## config.mk

```make
export PLATFORM = sky130hd
export DESIGN_NAME = dmem_access_arbiter
export DESIGN_NICKNAME = d
export VERILOG_FILES = /design/src/rtl/dmem_access_arbiter.sv
export SDC_FILE = /design/constraint.sdc
export NUM_CORES = 1
export LEC_CHECK = 0
export ABC_CLOCK_PERIOD_IN_PS = 1600
export BUFFER_PORTS_ARGS = -buffer_cell sky130_fd_sc_hd__buf_2
export CAP_MARGIN = 20
export CORE_MARGIN = 2
export CORE_UTILIZATION = 40
export CTS_CLUSTER_DIAMETER = 50
export CTS_CLUSTER_SIZE = 14
export DETAILED_ROUTE_END_ITERATION = 16
export GPL_TIMING_DRIVEN = 0
export PLACE_DENSITY = 0.88
export SLEW_MARGIN = 5
export SYNTH_ARGS = -nofsm -noshare
export SYNTH_HDL_FRONTEND = slang
export SYNTH_SLANG_ARGS = --single-unit
```

## constraint.sdc

```tcl
create_clock -name CLK -period 1.6 [get_ports CLK]
set_input_delay 0.16 -clock CLK [delete_from_list [all_inputs] [get_ports CLK]]
set_output_delay 0.16 -clock CLK [all_outputs]
set_load 0.1 [all_outputs]
```

## src/rtl/dmem_access_arbiter.sv

```systemverilog
// -----------------------------------------------------------------------------
// dmem_access_arbiter
//
// Shares the byte-addressed, big-endian data memory between two requesters
// (port 0 = CPU MEM stage, port 1 = debug/loader). It sequences every access
// through IDLE -> SETUP -> STROBE -> DONE. Address and write data are stable
// for one cycle before the strobe. Exactly one single-cycle mem_rd or mem_wr
// pulse is issued in STROBE. Misaligned or out-of-range word accesses are
// rejected without any strobe.
//
// Build option:
//   DMEM_ARB_RR_EN  defined   -> round-robin arbitration on simultaneous
//                                requests (the port not granted last wins).
//                   undefined -> fixed priority, port 0 always wins ties.
//                                A steady stream of port 0 requests can
//                                starve port 1.
//
// Ports:
//   CLK, Reset               rising-edge clock, synchronous active-high reset
//   req0/we0/addr0/wdata0    port 0 request (hold until ack0), 1=write
//   req1/we1/addr1/wdata1    port 1 request (hold until ack1), 1=write
//   ack0, ack1               one-cycle completion pulse
//   err0, err1               valid with ack: access rejected
//   rdata                    data of last completed read, held until next read
//   mem_rd, mem_wr           memory read / write strobes
//   mem_addr, mem_wdata      memory address / write data
//   mem_rdata                memory read data (valid while mem_rd=1)
//   busy                     access in progress (FSM not in IDLE)
// -----------------------------------------------------------------------------
module dmem_access_arbiter #(
  parameter int MEM_BYTES = 64,
  parameter int ADDR_W    = 32
) (
  input  logic              CLK,
  input  logic              Reset,
  input  logic              req0,
  input  logic              we0,
  input  logic [ADDR_W-1:0] addr0,
  input  logic [31:0]       wdata0,
  input  logic              req1,
  input  logic              we1,
  input  logic [ADDR_W-1:0] addr1,
  input  logic [31:0]       wdata1,
  output logic              ack0,
  output logic              ack1,
  output logic              err0,
  output logic              err1,
  output logic [31:0]       rdata,
  output logic              mem_rd,
  output logic              mem_wr,
  output logic [ADDR_W-1:0] mem_addr,
  output logic [31:0]       mem_wdata,
  input  logic [31:0]       mem_rdata,
  output logic              busy
);

  typedef enum logic [1:0] {
    IDLE   = 2'd0,
    SETUP  = 2'd1,
    STROBE = 2'd2,
    DONE   = 2'd3
  } state_t;

  state_t state;
  logic   gnt;      // port owning the current access
  logic   lat_we;   // latched direction of the current access
  logic   lat_err;  // current access was rejected
  logic   pick;     // arbitration result while in IDLE

  // mem_addr / mem_wdata double as the latched request registers; they only
  // change when a new request is accepted, so memory inputs never glitch.
  logic [ADDR_W:0] addr_end;
  logic            bad;

  // One extra bit so that an address near the top of the space cannot wrap
  // around into the legal range.
  assign addr_end = {1'b0, mem_addr} + (ADDR_W+1)'(3);
  assign bad      = (mem_addr[1:0] != 2'b00) ||
                    (addr_end >= (ADDR_W+1)'(MEM_BYTES));

`ifdef DMEM_ARB_RR_EN
  logic last_gnt;  // port granted most recently (error grants included)
  assign pick = (req0 && req1) ? ~last_gnt : req1;
`else
  assign pick = ~req0;
`endif

  assign busy = (state != IDLE);

  always_ff @(posedge CLK) begin
    if (Reset) begin
      state     <= IDLE;
      gnt       <= 1'b0;
      lat_we    <= 1'b0;
      lat_err   <= 1'b0;
      ack0      <= 1'b0;
      ack1      <= 1'b0;
      err0      <= 1'b0;
      err1      <= 1'b0;
      mem_rd    <= 1'b0;
      mem_wr    <= 1'b0;
      mem_addr  <= '0;
      mem_wdata <= '0;
      rdata     <= '0;
`ifdef DMEM_ARB_RR_EN
      last_gnt  <= 1'b1;  // port 0 wins the first tie after reset
`endif
    end else begin
      case (state)
        IDLE: begin
          if (req0 || req1) begin
            state     <= SETUP;
            gnt       <= pick;
            lat_we    <= pick ? we1    : we0;
            mem_addr  <= pick ? addr1  : addr0;
            mem_wdata <= pick ? wdata1 : wdata0;
`ifdef DMEM_ARB_RR_EN
            last_gnt  <= pick;
`endif
          end
        end
        // ---- SETUP: address/data settle, legality decided ----
        SETUP: begin
          lat_err <= bad;
          mem_rd  <= !bad && !lat_we;
          mem_wr  <= !bad &&  lat_we;
          // Rejected accesses still pass through STROBE (strobes held low)
          // so every grant has the same latency and spacing.
          state   <= STROBE;
        end
        // ---- STROBE: single strobe cycle, read data captured ----
        STROBE: begin
          mem_rd <= 1'b0;
          mem_wr <= 1'b0;
          if (mem_rd) begin
            rdata <= mem_rdata;
          end
          ack0  <= ~gnt;
          ack1  <=  gnt;
          err0  <= ~gnt & lat_err;
          err1  <=  gnt & lat_err;
          state <= DONE;
        end
        // ---- DONE: ack pulse visible for this cycle only ----
        DONE: begin
          ack0  <= 1'b0;
          ack1  <= 1'b0;
          err0  <= 1'b0;
          err1  <= 1'b0;
          state <= IDLE;
        end
        default: state <= IDLE;
      endcase
    end
  end

endmodule

```

* Yosys cells after proc, flatten, opt, wreduce, memory -nomap -nowiden *
Cells that the tools add are included.

word-level totals
  word-level logic and storage cells = 47
  register bits after elaboration = 107
  output and inout bits = 103

cells by class
  mux-type cells = 11
  bitwise logic cells = 4
  order comparisons = 1
  add/sub/neg operators = 1
  equality and inequality tests = 4
  reduce and logical (&&, ||, !) cells = 13

operators with widths
  operator                                                            count
  two-way mux 32 bit                                                  2
  adder 32 x 2 -> 33 bit, second input constant                       1
  greater-or-equal comparator 33 x 7 -> 1 bit, second input constant  1
  case mux 1 bit (2 select lines)                                     6
  case mux 2 bit (4 select lines)                                     1
  nonzero test 2 bit                                                  4
  == test 2 bit, second input constant                                2
  AND reduction 2 bit                                                 2
  bitwise AND 1 bit                                                   2
  == test 2 x 1 -> 1 bit, second input constant                       1
  logical AND 1 bit                                                   2
  logical NOT 1 bit                                                   2
  logical NOT 2 bit                                                   1
  logical OR 1 bit                                                    2
  two-way mux 2 bit                                                   1
  inequality test 2 bit, second input constant                        1
  NOT 1 bit                                                           2
  two-way mux 1 bit                                                   1

* Depth between registers and ports, before layout *
  depth in word-level cells = 6
  gate-level depth with buffers = 8
  depth with buffers taken out = 6

* Worst setup path before layout *
Ideal clock, no wire load.

  kind = reg2reg
  from = reg mem_addr[8]
  to = reg lat_err
  buffers on the path = 0
  library setup time = 122 ps
  slack = -969 ps
  arrival = 2,447 ps
  clock period less this slack = 2,569 ps
  stages on the path, launching flop included = 7
  cells stage by stage = dfxtp_1 > nand4_1 > nor4_4 > o211ai_1 > a21oi_1 > nand4_1 > o31a_2

between the ends
  cells in the longest elaborated chain, start to end = 3

RTL lines
  item                                         RTL line  text
  from (decl)                                  51        output logic [ADDR_W-1:0] mem_addr,
  from (signal assigned)                       115       mem_addr <= pick ? addr1 : addr0;
  adder 32 x 2 -> 33 bit                       77        assign addr_end = {1'b0, mem_addr} + (ADDR_W+1)'(3);
  greater-or-equal comparator 33 x 7 -> 1 bit  79        (addr_end >= (ADDR_W+1)'(MEM_BYTES));
  logical OR 1 bit                             78        assign bad = (mem_addr[1:0] != 2'b00) ||
  to (signal assigned)                         95        lat_err <= 1'b0;
  to (signal assigned)                         124       lat_err <= bad;
  to (decl)                                    67        logic lat_err;

No other way between the ends.
A chain may end at the register's enable or synchronous reset.

* Final worst setup path *
  from = reg mem_addr[7]
  to = reg lat_err

The elaborated chain is that of the path after synthesis.

==> metrics.md <==
| Metric | Value |
|---|---|
| Adder-cell share of the synthesized area | `0.0107` |
| Hold Vio Cnt, Final | `0` |
| Ratio of cells with drive above 1 in the final layout | `0.491` |
| WL per Instance | `15.4 microns` |
| Setup violators final | `3` |
| Post-Syn Instances | `531` |
| Final Util | `0.624` |
| Global-route wire length before repair | `between 20 and 25 mm` |
| WP data required | `1.83 ns` |
| Placed cells | `between 900 and 1000` |
| Worst Path Arrival | `2.19 ns` |
| Layout Cells excl Fill | `968` |
| Period utilisation layout | `1.23` |
| P&R area growth vs syn | `51.7%` |
| Peak supply drop | `~1.6 mV` |
| Port-buffer cells | `approximately 270` |
| Worst-path fanout max | `6` |
| Setup crit start kind | `flop` |
| Die W | `112 microns` |
| Ant diodes | `0` |
| Clk_lat worst skew | `about 0.34 ns` |
| Largest area contributor in the netlist | `dfxtp_1` |
| Gr usage total | `0.226` |
| Fillers | `between 900 and 1000` |
| Final Cell Area | `0.00713 sq mm` |
| Die extent in y | `112 microns` |
| Cell family with most CP delay | `simple AND/OR/NAND/NOR gates` |
| Vias in the first global route | `4872` |
| Max_cap viols | `0` |
| Post-synthesis sequential area ratio | `0.456` |
| Fin nets | `slightly below 1000` |
| Vias per cell | `5.17` |
| Final Max Slew Viols | `0` |
| Bufs on Longest Clock Path | `2` |
| WL final | `approximately 15 mm` |
| Net count after synthesis | `701` |
| H-tree lvl count | `3` |
| CTS Buf Count | `9` |
| Largest net degree at the start of global routing | `19` |
| Starting Density | `0.411` |
| Crit. End Element | `flop` |
| Via count | `5008` |
| Synth Area in XOR/XNOR | `0` |
| Post-Synth Simple-Gate Area | `0.174` |
| Top post-synthesis cells by area | `dfxtp_1 (46%), mux2i_1 (15%), a211oi_1 (11%)` |
| Total Power | `between 0.01 and 0.015 W` |
| RD Place Congestion | `0.832` |
| Grt ovf | `0` |
| Sink Count | `107` |
| Ordered cell list for the critical path | `nand4_4, nor4_4, nand3_2, mux2i_1, nand4_1, o31a_2` |
| Avg Inst Size Synth | `~8.8 sq um` |
| Max-slew headroom | `0.515` |
| Synth Warn # | `0` |
| Clk_skew | `roughly 0.0045 ns` |
| Main combinational cell family by area after synthesis | `simple AND/OR/NAND/NOR gates` |
| Buf+Inv Stages, Crit Path | `0` |
| Post-synthesis mux area share | `0.147` |
| Post-Syn Area | `between 0.004 and 0.005 sq mm` |
| Outcome | `finished, violations left` |
| Root buf cell | `clkbuf_16` |
| CTS tree | `done` |
| Core ar. | `0.0114 sq mm` |
| 1st-iter DRT viols | `~320` |
| Tmin final | `around 2.0 ns` |
| DR pass1 iterations | `4` |
| Yosys reg bits | `~110` |
| DRC viols | `0` |
| Fmax | `0.510 GHz` |
| Post-Place Cell Area | `0.00654 sq mm` |
| RSZ-0062 raised after global routing | `yes` |
| Die area | `about 0.013 sq mm` |
| Leakage | `3.40 nW` |
| HPWL after DPL | `about 11 mm` |
| Number of hold buffers added after cts | `0` |
| Hold WC Path Type | `in -> reg` |
| Max stage delay on crit path | `approximately 0.48 ns` |
| Pwr dens | `between 2000 and 2500 mW/mm^2` |
| DRT antenna net count | `0` |
| Slowest stage cell, crit path | `nor4_4` |
| I/O Pins | `269` |
| Violated checks | `setup timing` |
| Top-area cell type share of the netlist area | `0.456` |
| Clock slew at reported path FFs | `0.07 ns` |
| Slack of the critical path | `-0.360 ns` |
| Initial antenna violation count | `0` |
| Worst-Margin Slew | `0.728 ns` |
| Row cnt | `39` |
| Complex-gate fraction of the synthesized area | `0.174` |
| Critical path type | `reg -> reg` |
| Netlist cell types | `about 40` |
-- cells by family after synthesis --
| kind of cell | after synthesis |
|---|---|
| adders and majority gates | 4 |
| and+or+nand+nor | 184 |
| buffers and inverters | 47 |
| DFF | 107 |
| AOI/OAI and AO/OA | 120 |
| muxes | 69 |
-- metal layers --
layer	vias up	wire [microns]	global-route usage
li1	2473	-	-
met1	2306	6180	0.262
met2	211	7400	0.410
met3	18	1130	0.0556
met4	0	236	0.0683
met5	-	0	0
-- power by group --
group          total, W  internal (W)  switching, W
clock network   0.00215       0.00112       0.00103
registers       0.00397       0.00342      0.000557
logic           0.00864       0.00226       0.00638
total            0.0148       0.00680       0.00796
-- layout make-up --
cell class                      count  area (sq um)  area share
Buffer                             41           343      0.0481
Clock buffer                       10           239      0.0335
Clock inverter                      6          48.8     0.00685
Inverter                            5          27.5     0.00386
Multi-Input combinational cell    377          2570       0.360
Sequential cell                   107          2230       0.312
Tap cell                          143           179      0.0251
Timing Repair Buffer              279          1500       0.210
-- worst min-delay path: stages --
cell	delay, ns
buf_2	0.09
nand2_1	0.04
a21oi_1	0.05
-- through the flow --
step	setup slack (ns)	setup TNS [ns]	hold WS (ns)
floorplan	-0.400	-20.66	0.296
global placement	-0.436	-15.30	0.402
detailed placement	-0.467	-19.20	0.407
CTS	-0.387	-1.07	0.0387
global route	-0.518	-1.65	0.0464
finish	-0.360	-0.987	0.0480
-- state kept, by name (all words and copies together), names as in the netlist, 2 cells and up --
name and flops:
state 2, rdata 32, mem_addr 32, mem_wdata 32
-- repair_timing --
| action | 4_1_cts | 5_1_grt |
|---|---|---|
| endpoints found under the setup margin | 74 | 105 |
| gates resized for setup | 19 | 39 |
| pin swaps | 6 | 5 |
| setup buffers | 8 | 1 |
| gates cloned | 1 | 3 |
-- synth_stat cells, drive strengths merged --
master and count:
mux2i 69, and2 1, o21a 2, ha 4
nor4 4, nor4bb 1, nand3b 1, o31ai 1
nand4 5, dfxtp 107, o41ai 2, nor2b 2
or3b 3, or3 2, a211oi 67, o211a 1
nand3 5, inv 5, clkbuf 36, and3 4
a21o 1, nand2 70, and4b 1, buf 6
a31o 1, or4 1, nor2 76, a21oi 36
o21ai 1, nand2b 1, a311oi 1, o31a 1
nor3b 1, a31oi 3, o211ai 3, nor3 6
-- layout by cell type, fill, tap and decap left out, types with 3 or more instances in the layout --
cell type and count:
nand4_1 4, dfxtp_4 17, dfxtp_1 73, a211oi_2 29, o211ai_1 3, nor3_1 6
clkbuf_16 15, clkbuf_1 14, buf_8 6, nor2_2 3, a21oi_1 35, buf_4 13
nor4_1 3, mux2i_1 69, nand3_1 4, or3b_2 3, a211oi_1 38, clkbuf_4 4
dfxtp_2 17, clkbuf_8 4, a31oi_1 3, nor2_1 72, nand2_1 69, ha_1 3
buf_2 270, clkinv_4 3
-- path summary, 6_finish.rpt --
check / depth (start not counted) / to / start / slack, ns
hold / removal: 3 / rdata[6]$_SDFFE_PP0P_ / mem_rdata[6] / 0.05
setup reg to reg: 6 / lat_err$_SDFFE_PP0N_ / mem_addr[7]$_SDFFE_PP0P_ / -0.36
setup / recovery: 6 / lat_err$_SDFFE_PP0N_ / mem_addr[7]$_SDFFE_PP0P_ / -0.36
hold reg to reg: 2 / rdata[7]$_SDFFE_PP0P_ / rdata[7]$_SDFFE_PP0P_ / 0.45
No activity file was read; power rests on OpenSTA's default activity.
